===== src/rtl/boss_danmaku_if.sv =====
// Bus between the boss bullet engine and its surroundings: boss/reimu positions in,
// bullet pool and life/invincibility status out.
interface boss_danmaku_if;
  logic        bossE;
  logic [9:0]  bossx;
  logic [9:0]  bossy;
  logic [9:0]  bosshp;
  logic [9:0]  reimux;
  logic [9:0]  reimuy;
  logic [39:0] boss_bulletx;
  logic [39:0] boss_bullety;
  logic [3:0]  boss_bullet;
  logic [2:0]  reimu_life;
  logic        reimu_inv;
  logic        game_over;

  modport master (
    output bossE, bossx, bossy, bosshp, reimux, reimuy,
    input  boss_bulletx, boss_bullety, boss_bullet, reimu_life, reimu_inv, game_over
  );

  modport slave (
    input  bossE, bossx, bossy, bosshp, reimux, reimuy,
    output boss_bulletx, boss_bullety, boss_bullet, reimu_life, reimu_inv, game_over
  );
endinterface


===== src/rtl/boss_danmaku.sv =====
// Boss bullet engine: four-slot downward fan, square-hitbox collision against reimu,
// and the ALIVE/INVINCIBLE/DEAD life state machine. One movement step per clk_22 tick.
module boss_danmaku #(
  parameter int FIRE_PERIOD = 32,
  parameter int INV_TICKS   = 64,
  parameter int LIVES       = 3,
  parameter int HIT_R       = 6,
  parameter int SPEED       = 3
) (
  input logic           clk_22,
  input logic           rst,
  boss_danmaku_if.slave bus
);

  localparam int FCW = $clog2(FIRE_PERIOD + 1);
  localparam int ICW = $clog2(INV_TICKS + 1);

  typedef enum logic [1:0] {
    ST_ALIVE = 2'd0,
    ST_INV   = 2'd1,
    ST_DEAD  = 2'd2
  } state_t;

  logic [9:0]     r_x [4];
  logic [9:0]     r_y [4];
  logic [3:0]     r_valid;
  logic [2:0]     r_life;
  state_t         r_state;
  logic [FCW-1:0] r_fire_cnt;
  logic [ICW-1:0] r_inv_cnt;
  logic           r_inv;
  logic           r_game_over;

  logic [9:0]     w_x [4];
  logic [9:0]     w_y [4];
  logic [3:0]     w_valid;
  logic [3:0]     w_hit;
  logic [3:0]     w_spawn;
  logic           w_wrap;
  logic           w_fire;
  logic [FCW-1:0] w_fire_cnt;
  logic [2:0]     w_life;
  logic [2:0]     w_life_dec;
  state_t         w_state;
  logic [ICW-1:0] w_inv_cnt;

  // 11-bit compares so that the +HIT_R sums cannot wrap near the screen edges
  function automatic logic hit_test(input logic [9:0] bx, input logic [9:0] by,
                                    input logic [9:0] rx, input logic [9:0] ry);
    logic [10:0] hr;
    hr = 11'(HIT_R);
    return ({1'b0, bx} + hr >= {1'b0, rx}) && ({1'b0, bx} <= {1'b0, rx} + hr) &&
           ({1'b0, by} + hr >= {1'b0, ry}) && ({1'b0, by} <= {1'b0, ry} + hr);
  endfunction

  function automatic logic off_screen(input logic [9:0] bx, input logic [9:0] by);
    return (by >= 10'(480 - SPEED)) || (bx < 10'd2) || (bx > 10'd637);
  endfunction

  function automatic logic [9:0] drift(input logic [1:0] slot, input logic [9:0] x);
    case (slot)
      2'd0:    return x - 10'd2;
      2'd1:    return x - 10'd1;
      2'd2:    return x + 10'd1;
      2'd3:    return x + 10'd2;
      default: return x;
    endcase
  endfunction

  assign w_wrap     = (r_fire_cnt == FCW'(FIRE_PERIOD - 1));
  assign w_fire_cnt = !bus.bossE ? '0 : (w_wrap ? '0 : r_fire_cnt + FCW'(1));
  assign w_fire     = bus.bossE && w_wrap && (bus.bosshp != 10'd0) && (r_state != ST_DEAD);
  // lowest invalid slot in the registered state: (~v) & (v + 1) isolates the lowest zero
  assign w_spawn    = w_fire ? (~r_valid & (r_valid + 4'd1)) : 4'd0;
  assign w_life_dec = (r_life != 3'd0) ? r_life - 3'd1 : 3'd0;

  // Per-slot spawn / hit / exit / move
  always_comb begin
    w_x     = r_x;
    w_y     = r_y;
    w_valid = r_valid;
    w_hit   = 4'd0;
    for (int i = 0; i < 4; i++) begin
      if (!bus.bossE) begin
        w_valid[i] = 1'b0;
      end else if (w_spawn[i]) begin
        w_x[i]     = bus.bossx;
        w_y[i]     = bus.bossy + 10'd16;
        w_valid[i] = 1'b1;
      end else if (r_valid[i] && (r_state == ST_ALIVE) &&
                   hit_test(r_x[i], r_y[i], bus.reimux, bus.reimuy)) begin
        w_valid[i] = 1'b0;
        w_hit[i]   = 1'b1;
      end else if (r_valid[i] && off_screen(r_x[i], r_y[i])) begin
        w_valid[i] = 1'b0;
      end else if (r_valid[i]) begin
        w_x[i] = drift(2'(i), r_x[i]);
        w_y[i] = r_y[i] + 10'(SPEED);
      end else begin
        w_valid[i] = 1'b0;
      end
    end
  end

  // Life FSM next state; several simultaneous hits cost a single life
  always_comb begin
    w_state   = r_state;
    w_life    = r_life;
    w_inv_cnt = r_inv_cnt;
    case (r_state)
      ST_ALIVE: begin
        if (|w_hit) begin
          w_life = w_life_dec;
          if (w_life_dec == 3'd0) begin
            w_state = ST_DEAD;
          end else begin
            w_state   = ST_INV;
            w_inv_cnt = ICW'(INV_TICKS - 1);
          end
        end else begin
          w_state = ST_ALIVE;
        end
      end
      ST_INV: begin
        if (r_inv_cnt == '0) begin
          w_state = ST_ALIVE;
        end else begin
          w_inv_cnt = r_inv_cnt - ICW'(1);
        end
      end
      ST_DEAD: w_state = ST_DEAD;
      default: w_state = ST_ALIVE;
    endcase
  end

  // State registers; status outputs registered from the next state
  always_ff @(posedge clk_22) begin
    if (rst) begin
      for (int i = 0; i < 4; i++) begin
        r_x[i] <= 10'd0;
        r_y[i] <= 10'd0;
      end
      r_valid     <= 4'd0;
      r_life      <= 3'(LIVES);
      r_state     <= ST_ALIVE;
      r_fire_cnt  <= '0;
      r_inv_cnt   <= '0;
      r_inv       <= 1'b0;
      r_game_over <= 1'b0;
    end else begin
      r_x         <= w_x;
      r_y         <= w_y;
      r_valid     <= w_valid;
      r_life      <= w_life;
      r_state     <= w_state;
      r_fire_cnt  <= w_fire_cnt;
      r_inv_cnt   <= w_inv_cnt;
      r_inv       <= (w_state == ST_INV);
      r_game_over <= (w_state == ST_DEAD);
    end
  end

  assign bus.boss_bulletx = {r_x[3], r_x[2], r_x[1], r_x[0]};
  assign bus.boss_bullety = {r_y[3], r_y[2], r_y[1], r_y[0]};
  assign bus.boss_bullet  = r_valid;
  assign bus.reimu_life   = r_life;
  assign bus.reimu_inv    = r_inv;
  assign bus.game_over    = r_game_over;

endmodule

===== src/flat_wrapper.sv =====
// flat-port wrapper written by rule: the top's interface ports become plain ports
module boss_danmaku_flat 
#(
  parameter int FIRE_PERIOD = 32,
  parameter int INV_TICKS   = 64,
  parameter int LIVES       = 3,
  parameter int HIT_R       = 6,
  parameter int SPEED       = 3
)
  (clk_22, rst, bus_bossE, bus_bossx, bus_bossy, bus_bosshp, bus_reimux, bus_reimuy, bus_boss_bulletx, bus_boss_bullety, bus_boss_bullet, bus_reimu_life, bus_reimu_inv, bus_game_over);
  boss_danmaku_if bus_i ();
  input logic clk_22;
  input logic rst;
  input wire logic [$bits(bus_i.bossE)-1:0] bus_bossE;
  input wire logic [$bits(bus_i.bossx)-1:0] bus_bossx;
  input wire logic [$bits(bus_i.bossy)-1:0] bus_bossy;
  input wire logic [$bits(bus_i.bosshp)-1:0] bus_bosshp;
  input wire logic [$bits(bus_i.reimux)-1:0] bus_reimux;
  input wire logic [$bits(bus_i.reimuy)-1:0] bus_reimuy;
  output wire logic [$bits(bus_i.boss_bulletx)-1:0] bus_boss_bulletx;
  output wire logic [$bits(bus_i.boss_bullety)-1:0] bus_boss_bullety;
  output wire logic [$bits(bus_i.boss_bullet)-1:0] bus_boss_bullet;
  output wire logic [$bits(bus_i.reimu_life)-1:0] bus_reimu_life;
  output wire logic [$bits(bus_i.reimu_inv)-1:0] bus_reimu_inv;
  output wire logic [$bits(bus_i.game_over)-1:0] bus_game_over;
  assign bus_i.bossE = bus_bossE;
  assign bus_i.bossx = bus_bossx;
  assign bus_i.bossy = bus_bossy;
  assign bus_i.bosshp = bus_bosshp;
  assign bus_i.reimux = bus_reimux;
  assign bus_i.reimuy = bus_reimuy;
  assign bus_boss_bulletx = bus_i.boss_bulletx;
  assign bus_boss_bullety = bus_i.boss_bullety;
  assign bus_boss_bullet = bus_i.boss_bullet;
  assign bus_reimu_life = bus_i.reimu_life;
  assign bus_reimu_inv = bus_i.reimu_inv;
  assign bus_game_over = bus_i.game_over;
  boss_danmaku #(.FIRE_PERIOD(FIRE_PERIOD), .INV_TICKS(INV_TICKS), .LIVES(LIVES), .HIT_R(HIT_R), .SPEED(SPEED)) u_core (.clk_22(clk_22), .rst(rst), .bus(bus_i));
endmodule

===== config.mk =====
export PLATFORM = sky130hd
export DESIGN_NAME = boss_danmaku_flat
export DESIGN_NICKNAME = d
export VERILOG_FILES = /design/src/rtl/boss_danmaku_if.sv /design/src/rtl/boss_danmaku.sv /design/src/flat_wrapper.sv
export SDC_FILE = /design/constraint.sdc
export NUM_CORES = 1
export LEC_CHECK = 0
export CORE_MARGIN = 4
export CORE_UTILIZATION = 52
export DETAILED_ROUTE_END_ITERATION = 16
export GPL_TIMING_DRIVEN = 0
export PLACE_DENSITY_LB_ADDON = 0.25
export SETUP_SLACK_MARGIN = 0.4
export SLEW_MARGIN = 10
export SYNTH_ARGS = -nofsm -noshare
export SYNTH_HDL_FRONTEND = slang
export SYNTH_SLANG_ARGS = --single-unit

===== constraint.sdc =====
create_clock -name clk_22 -period 3.9 [get_ports clk_22]
set_input_delay 0.78 -clock clk_22 [delete_from_list [all_inputs] [get_ports clk_22]]
set_output_delay 0.78 -clock clk_22 [all_outputs]
set_load 0.01 [all_outputs]

Word-level counts from Yosys, hierarchy flattened. Index checks and enable logic that the tools add are counted.

Register bits after elaboration: 104. Input port bits: 53. Output and inout bits: 89. Logic and storage cells: 210.

$add $sub $neg: 23. $lt $le $gt $ge: 28. Equality and inequality tests: 17. Multiplexer cells: 70. Bitwise logic cells: 3. Reduce and logical (&&, ||, !) cells: 54.

Operator list (number): two-way mux 10 bit (32); adder 10 x 3 -> 11 bit (second input constant) (10); >= comparator 11 x 10 -> 1 bit (8); less-or-equal comparator 10 x 11 -> 1 bit (8); adder 10 x 2 -> 10 bit (second input constant) (5); >= comparator 10 x 9 -> 1 bit (second input constant) (4); greater-than comparator 10 bit (second input constant) (4); less-than comparator 10 x 2 -> 1 bit (second input constant) (4); two-way mux 1 bit (28); logical AND 1 bit (27); two-way mux 7 bit (3); AND reduction 4 bit (5); != test 2 x 1 -> 1 bit (second input constant) (8); case mux 7 bit (2 select lines) (1); adder 10 x 1 -> 10 bit (second input constant) (1); adder 10 x 5 -> 10 bit (second input constant) (1); nonzero test 10 bit (1); nonzero test 2 bit (5); subtractor 10 x 1 -> 10 bit (second input constant) (1); subtractor 10 x 2 -> 10 bit (second input constant) (1); logical OR 1 bit (8); != test 2 bit (second input constant) (4); logical NOT 7 bit (1); subtractor 7 x 1 -> 7 bit (second input constant) (1); 20 further kinds (24).

Logic depth before layout (Yosys ltp). Gate-level depths: netlist of run 1.

Depth after elaboration: 13. Mapped depth: 18. Depth with buffers taken out: 15.

Least setup slack after synthesis of run 1. No wires, ideal clock.

Path kind: input to register. Start point: in bus_reimuy[1]. End point: reg u_core.r_inv_cnt[1]. Setup time: 0.123 ns. Arrival: 3.828 ns. Setup slack: -0.052 ns. Stages: 15. Buffers on the path: 0. Cells stage by stage: inv_1 ha_1 nor3_1 xnor2_1 ha_1 a21o_1 a21oi_1 o21ai_0 a31oi_1 o311ai_0 or3_1 a221o_1 a41oi_4 a21oi_4 mux2_1.

Longest elaborated chain between the ends: 10. Elaborated cells on any way between the ends: 36.

Ends and longest elaborated chain: start: declaration (RTL line flat_wrapper.sv:19) `input wire logic [$bits(bus_i.reimuy)-1:0] bus_reimuy;`; adder 10 x 3 -> 11 bit / >= comparator 11 x 10 -> 1 bit (equally long branches) (RTL line boss_danmaku.sv:53) `({1'b0, by} + hr >= {1'b0, ry}) && ({1'b0, by} <= {1'b0, ry} + hr);`; less-or-equal comparator 10 x 11 -> 1 bit / logical AND 1 bit (equally long branches) (RTL line boss_danmaku.sv:53, boss_danmaku.sv:52); logical AND 1 bit (RTL line boss_danmaku.sv:53); logical AND 1 bit (RTL line boss_danmaku.sv:90) `end else if (r_valid[i] && (r_state == ST_ALIVE) &&`; two-way mux 1 bit (RTL line boss_danmaku.sv:90); two-way mux 1 bit (RTL line boss_danmaku.sv:86) `end else if (w_spawn[i]) begin`; two-way mux 1 bit (RTL line boss_danmaku.sv:84) `if (!bus.bossE) begin`; OR reduction 4 bit (*) (RTL line boss_danmaku.sv:112) `if (|w_hit) begin`; != test 2 bit (no line) (*); AND reduction 4 bit (no line) (*); end signal: assignment (RTL line boss_danmaku.sv:157) `r_inv_cnt <= w_inv_cnt;`; end: declaration (RTL line boss_danmaku.sv:30) `logic [ICW-1:0] r_inv_cnt;`.

Every way passes the cells marked *; elsewhere a longest branch is shown, timed or not. A chain may end at the register's enable or synchronous reset.

Final worst setup path of run 1.
Start point: in bus_reimuy[1]. End point: reg u_core.r_inv_cnt[2].

The elaborated chain is that of the path after synthesis.

==> results of run 1 <==
==> Yosys cell counts, drive strengths merged, types with 23 or more instances <==
cell    number
a211oi      38
a21o        23
a21oi      132
clkbuf      61
dfxtp      104
ha         178
inv         77
nand2      123
nand3       54
nor2       152
nor3        44
o21ai       91
xnor2       63
xor2        31
==> final timing paths <==
check | from | end | slack [ns] | cells past startpoint
max reg2reg | u_core.bus.boss_bullety[31] | u_core.r_inv_cnt[2] | -0.12 | 14
max | bus_reimuy[1] | u_core.r_inv_cnt[2] | -0.22 | 18
min | u_core.r_fire_cnt[0] | u_core.r_fire_cnt[0] | 0.45 | 1
min reg2reg | u_core.r_fire_cnt[0] | u_core.r_fire_cnt[0] | 0.45 | 1
==> metrics by stage <==
stage               setup TNS (ns)  hold slack [ns]
floorplan                        0            0.418
global placement           -122.75            0.431
detailed placement         -125.08            0.442
CTS                         -0.300            0.452
global route                -13.37            0.473
finish                       -5.36            0.450
==> power groups by stage <==
stage	registers [mW]	clock network [mW]	logic, mW
global placement	1.09	0	0.382
detailed placement	1.09	0	0.390
finish	1.06	1.03	0.482
CTS	1.06	1.03	0.444
global route	1.06	1.08	0.513
floorplan	1.09	0	0.213
==> state kept, by name (all words and copies together), names as in the netlist <==
signal and cells:
u_core.bus.boss_bullet 4, u_core.bus.boss_bulletx 40, u_core.bus.boss_bullety 40, u_core.bus.game_over 1, u_core.bus.reimu_inv 1, u_core.bus.reimu_life 3, u_core.r_fire_cnt 6, u_core.r_inv_cnt 7
u_core.r_state 2
==> layer usage <==
layer | up-vias | routed length [um] | GRT usage (%)
met1 | 5866 | 17200 | 44.0
met3 | 122 | 4230 | 7.12
met2 | 712 | 19100 | 53.5
met4 | 0 | 1360 | 9.80
li1 | 5715 | - | -
met5 | - | 0 | 0
==> cell type report <==
type                       count  area [um^2]
timing repair buffer         202         2030
sequential                   104         2100
multi-input combinational   1200         9170
buffer                        75          462
tap                          275          344
clock buffer                  11          243
inverter                      78          310
fill                        1686         6210
clock inverter                 5         86.3
==> logic make-up after synthesis <==
logic type	count (synthesis)	synth area share, %
AO/OA/AOI/OAI	411	24.4
XOR/XNOR	98	8.58
adder cells (fa/ha/maj)	181	20.4
buffers and inverters	153	5.39
flip-flops	104	18.9
multiplexers	2	0.193
AND/OR/NAND/NOR	508	22.1
==> layout by cell type, fill, tap and decap left out, types with 9 or more instances in the layout <==
cell / count
a211oi_1: 27
ha_4: 10
nor2_1: 143
and3_1: 10
nand2_1: 122
a21oi_2: 20
nand4_1: 18
clkbuf_2: 10
clkbuf_16: 15
buf_6: 15
nand3_1: 49
nor3_1: 34
xnor2_1: 51
o211ai_1: 17
a21oi_1: 111
nor4_1: 17
inv_1: 67
nand2b_1: 12
a31oi_1: 13
o21ai_1: 11
xor2_1: 29
nor2b_1: 14
clkdlybuf4s50_1: 125
o21ai_0: 70
dfxtp_2: 9
xnor2_2: 9
a211oi_2: 10
a21o_1: 23
dfxtp_1: 94
clkbuf_1: 46
buf_4: 49
ha_1: 166
==> what timing repair did <==
| item | CTS | global route |
|---|---|---|
| gates resized for setup | 142 | 101 |
| setup endpoints to repair | 92 | 95 |
| buffers inserted | 42 | 13 |
| pin swaps | 38 | 56 |
| gates cloned | 3 | 6 |
==> reports/results.ini, run 1 <==
[worst_hold_path]
holdCritPathClass = register to register

[placement]
post-place-ws_ns = -1.74
placed_area_mm2 = 0.0131
dpl.cell_count = 1870
dp_hpwl_mm = 31.1
gp_congestion = 0.989
io_buffers = 138

[power_and_ir_drop]
pwr-share-seq_pct = 41.2
p_comb_share_pct = 18.7
p_total_mw = 2.57
clkPwrFrac_pct = 40.0
p_leak_nw = 5.71
powerDensity_mw_per_mm2 = 174
switching_share_pct = 28.4
peakVddDrop_uv = 205
p_switching_uw = 730
p_int_mw = 1.84

[timing]
final_hold_viol_count = 0
rsz0062_at_grt = true
finalSetupViolCount = 64
worstMarginPinSlew_ns = 1.06
fin_ws_ns = -0.222
timing.final.crit_share_pct = 106
fmax_ghz = 0.243
slew_headroom_pct = 29.1
maxSlewViolCount = 0
worst_clock_skew_ns = 0.0117
min_period_ns = 4.12

[critical_path]
path_class = primary input to register
worstPathRequired_ns = 4.16
cp_slowest_cell = or3_4
start_kind = primary input
crit_buf_inv = 4
crit_chain = buf_12 > clkinvlp_4 > buf_6 > ha_4 > nor3_4 > xnor2_4 > ha_4 > a21o_1 > a21oi_2 > o21ai_1 > a31oi_1 > o311ai_2 > or3_4 > a221o_2 > a41oi_4 > a21oi_4 > buf_12 > a2111oi_4
path_max_fanout = 4
path_delay_family = compound AO/OA/AOI/OAI gates
endpoint_kind = register
cp_data_arrival_time_ns = 4.38
cpPeakStageDelay_ns = 0.41

[drt]
drt_iter0_drc = 1250
drtAntennaViolNets = 0
routedWlPerCell_um = 21.5
first_pass_iters = 6
num_vias = 12400
viasPerCell = 6.37
drc = 0
totalWireLength_mm = 41.9

[yosys]
syn-num-nets = 1688
synth_cell_types = 81
ys_seq_area_share_pct = 18.9
yosys.area.top_type_share_pct = 20.2
synth-main-ff-cell = dfxtp_1
synth_seq_cells = 104
yosysWarnings = 0
syn_area_mm2 = 0.0110
syn_inst = 1457
ys_async_sr_fraction_pct = 0
yosysTopAreaCell = ha_1
synth_area_leaders = ha_1 20%, dfxtp_1 19%, a21oi_1 5.9%
synth_edf_count = 0
syn_area_per_cell_um2 = 7.58

[floorplanning]
ioPinCount = 142
initial_core_util_pct = 52.7
dieArea_mm2 = 0.0236
core_mm2 = 0.0210
placementRows = 53
die_w_um = 154
die_y_um = 154

[run_status]
status = complete, but fails checks
violations = setup timing

[cts]
ctsLongestPathBuffers = 2
cts_buffers = 9
clockRootBuffer = clkbuf_16
numClockSinks = 104
clkTransAtPathRegs_ns = 0.08
clk_latency_ns = 0.36
cts_hold_buffers = 0
cts_max_level = 3
cts_tree = yes

[global_routing]
track_usage_pct = 32.9
grt_pass1_vias = 11500
grt_pass1_wl_mm = 62.8
grt-ovfl-total = 0
antenna_found_initial = 0
grt_max_degree = 18

[run]
maxCapViolations = 0

[layout]
fin_util_pct = 70.4
drive_gt1_share_pct = 17.1
final_cells = 1950
syn_to_final_growth_pct = 33.5
antenna-diode-count = 0
finalNetCount = 1901
fin_area_mm2 = 0.0147

Power figures use the tool's default switching activity.
==> run 2, diff against run 1 <==
- GPL_ROUTABILITY_DRIVEN: unset -> 0
- SLEW_MARGIN: 10 -> unset
- clock period: 3.9 -> 3.5 ns (I/O delays scaled with it)
==> run 2 against run 1 <==
  * The flow still finishes with violations (setup timing)
  * Hold slack barely moved
  * Register-to-register slack got worse by 0.30 ns
  * Via count rose by 4.9%
  * Worst setup slack got worse by 0.22 ns
  * Routed wire length rose by 6.7%
  * First-iteration DRC count rose by 36%
  * Power rose by 6.5%
==> reports/results.ini, run 2 (synthesis gave the netlist of run 1 again) <==
[run_status]
status = complete, but fails checks  ; unchanged
violations = setup timing  ; unchanged

[drt]
viasPerCell = 6.63  ; was 6.37
routedWlPerCell_um = 22.8  ; was 21.5 um
first_pass_iters = 8  ; was 6
num_vias = 13000  ; was 12400
drc = 0  ; unchanged
totalWireLength_mm = 44.7  ; was 41.9 mm
drtAntennaViolNets = 0  ; unchanged
drt_iter0_drc = 1701  ; was 1250

[floorplanning]
placementRows = 53  ; unchanged
initial_core_util_pct = 52.7  ; unchanged
die_w_um = 154  ; unchanged
die_y_um = 154  ; unchanged
dieArea_mm2 = 0.0236  ; unchanged
core_mm2 = 0.0210  ; unchanged
ioPinCount = 142  ; unchanged

[timing]
min_period_ns = 3.94
rsz0062_at_grt = true  ; unchanged
final_hold_viol_count = 0  ; unchanged
maxSlewViolCount = 0  ; unchanged
finalSetupViolCount = 90  ; was 64
worstMarginPinSlew_ns = 1.09  ; was 1.06 ns
fmax_ghz = 0.254
fin_ws_ns = -0.440  ; was -0.222 ns
worst_clock_skew_ns = 0.00844  ; was 0.0117 ns
slew_headroom_pct = 27.4  ; was 29.1%
timing.final.crit_share_pct = 113

[power_and_ir_drop]
powerDensity_mw_per_mm2 = 178  ; was 174 mW/mm^2
switching_share_pct = 30.7  ; was 28.4%
p_total_mw = 2.74  ; was 2.57 mW
clkPwrFrac_pct = 36.6  ; was 40.0%
peakVddDrop_uv = 235  ; was 205 uV
p_leak_nw = 5.99  ; was 5.71 nW
p_switching_uw = 840  ; was 730 uW
p_int_mw = 1.90  ; was 1.84 mW
pwr-share-seq_pct = 43.0  ; was 41.2%
p_comb_share_pct = 20.4  ; was 18.7%

[global_routing]
grt_pass1_wl_mm = 62.8  ; about the same
grt-ovfl-total = 0  ; unchanged
grt_pass1_vias = 11800  ; was 11500
grt_max_degree = 19  ; was 18
antenna_found_initial = 0  ; unchanged
track_usage_pct = 32.6  ; was 32.9%

[layout]
syn_to_final_growth_pct = 39.1  ; was 33.5%
final_cell_mix = 163 x ha_1, 138 x nor2_1, 124 x clkdlybuf4s50_1  ; was 166 x ha_1, 143 x nor2_1, 125 x clkdlybuf4s50_1
drive_gt1_share_pct = 22.9  ; was 17.1%
finalNetCount = 1914  ; was 1901
fin_util_pct = 73.3  ; was 70.4%
final_common_cell = ha_1  ; unchanged
fillers = 1529  ; was 1686
antenna-diode-count = 0  ; unchanged

[critical_path]
start_kind = primary input  ; unchanged
path_delay_family = simple AND/OR/NAND/NOR gates  ; was compound AO/OA/AOI/OAI gates
crit_chain = buf_6 > nand4_1 > buf_4 > nor3_4 > xnor2_4 > ha_4 > and4_1 > and4_1 > or4_4 > a31oi_4 > a311oi_2 > nand4b_1 > o211ai_1 > buf_4 > buf_6 > or3_1 > a21oi_1  ; was buf_12 > clkinvlp_4 > buf_6 > ha_4 > nor3_4 > xnor2_4 > ha_4 > a21o_1 > a21oi_2 > o21ai_1 > a31oi_1 > o311ai_2 > or3_4 > a221o_2 > a41oi_4 > a21oi_4 > buf_12 > a2111oi_4
cp_slowest_cell = or4_4  ; was or3_4
cp_data_arrival_time_ns = 4.22  ; was 4.38 ns
worstPathRequired_ns = 3.78  ; was 4.16 ns
path_class = primary input to register  ; unchanged
crit_buf_inv = 4  ; unchanged
endpoint_kind = register  ; unchanged
cpPeakStageDelay_ns = 0.49  ; was 0.41 ns
r2r_cells = 14  ; unchanged
path_max_fanout = 5  ; was 4
reg2reg_slack_ns = -0.42  ; was -0.12 ns
cp.depth = 17  ; was 18

[run]
maxCapViolations = 0  ; unchanged

[cts]
clockRootBuffer = clkbuf_16  ; unchanged
cts_max_level = 3  ; unchanged
cts_buffers = 9  ; unchanged
cts_tree = yes  ; unchanged
clkTransAtPathRegs_ns = 0.08  ; about the same
numClockSinks = 104  ; unchanged
ctsLongestPathBuffers = 2  ; unchanged
clk_latency_ns = 0.36  ; about the same

[worst_hold_path]
whs_path_depth = 1  ; unchanged
holdCritPathClass = register to register  ; unchanged

[placement]
io_buffers = 138  ; unchanged
dp_hpwl_mm = 30.9  ; was 31.1 mm

[run 2: changes by cell type in the layout (fill, tap and decap cells not counted), moves of 7 or more]
cell      delta
dfxtp_1      -9
a21oi_2     +11
nand2_1     -11
a211oi_1     -8
clkbuf_1     -7
a211oi_2     +8
a21oi_1     -12
buf_12       +9
nand2_2      +9
[run 2: repair_timing]
action                     4_1_cts  5_1_grt
hold buffers                     0        0
setup buffers                   29       39
cloned                           2        7
setup endpoints to repair       96       95
pin swaps                       39       86
resized for setup              145      211
[run 2: through the flow]
step	TNS [ns]	hold slack (ns)	instances	cell area (um^2)	setup WS, ns
floorplan	-1.08	0.418	1457	11500	-0.151
global route	-34.62	0.482	1963	15400	-0.586
detailed placement	-153.13	0.438	1870	13200	-2.11
finish	-25.34	0.449	1963	15400	-0.440
global placement	-145.42	0.428	1870	13200	-2.00
CTS	-14.04	0.450	1917	14100	-0.342
[run 2: final timing paths]
path / from / end
worst max-delay path: bus_reimuy[6] / u_core.bus.boss_bullety[20]
worst min-delay path: u_core.r_fire_cnt[0] / u_core.r_fire_cnt[0]
worst max register to register: u_core.bus.boss_bullety[14] / u_core.r_inv_cnt[1]
worst min register to register: u_core.r_fire_cnt[0] / u_core.r_fire_cnt[0]
[run 2: metal layers]
layer	track usage (%)	vias to the layer above	wire (um)
met5	0	-	0
met4	12.4	0	2500
met3	7.60	259	5290
met2	52.7	934	20200
met1	42.3	6075	16800
li1	-	5755	-
[run 2: cell type report]
| type | count | area [um^2] | share of cell area [%] |
|---|---|---|---|
| Buffer | 75 | 502 | 3.26 |
| Clock buffer | 9 | 225 | 1.47 |
| Clock inverter | 7 | 55.1 | 0.358 |
| Inverter | 78 | 310 | 2.02 |
| Multi-Input combinational cell | 1200 | 9590 | 62.4 |
| Sequential cell | 104 | 2120 | 13.8 |
| Tap cell | 275 | 344 | 2.24 |
| Timing Repair Buffer | 215 | 2220 | 14.4 |
[run 2: power groups by stage]
stage	Clock [mW]	Sequential (mW)	Combinational, mW
floorplan	0	1.21	0.240
global placement	0	1.21	0.418
detailed placement	0	1.21	0.433
CTS	0.988	1.18	0.476
global route	1.04	1.18	0.588
finish	1.00	1.18	0.558
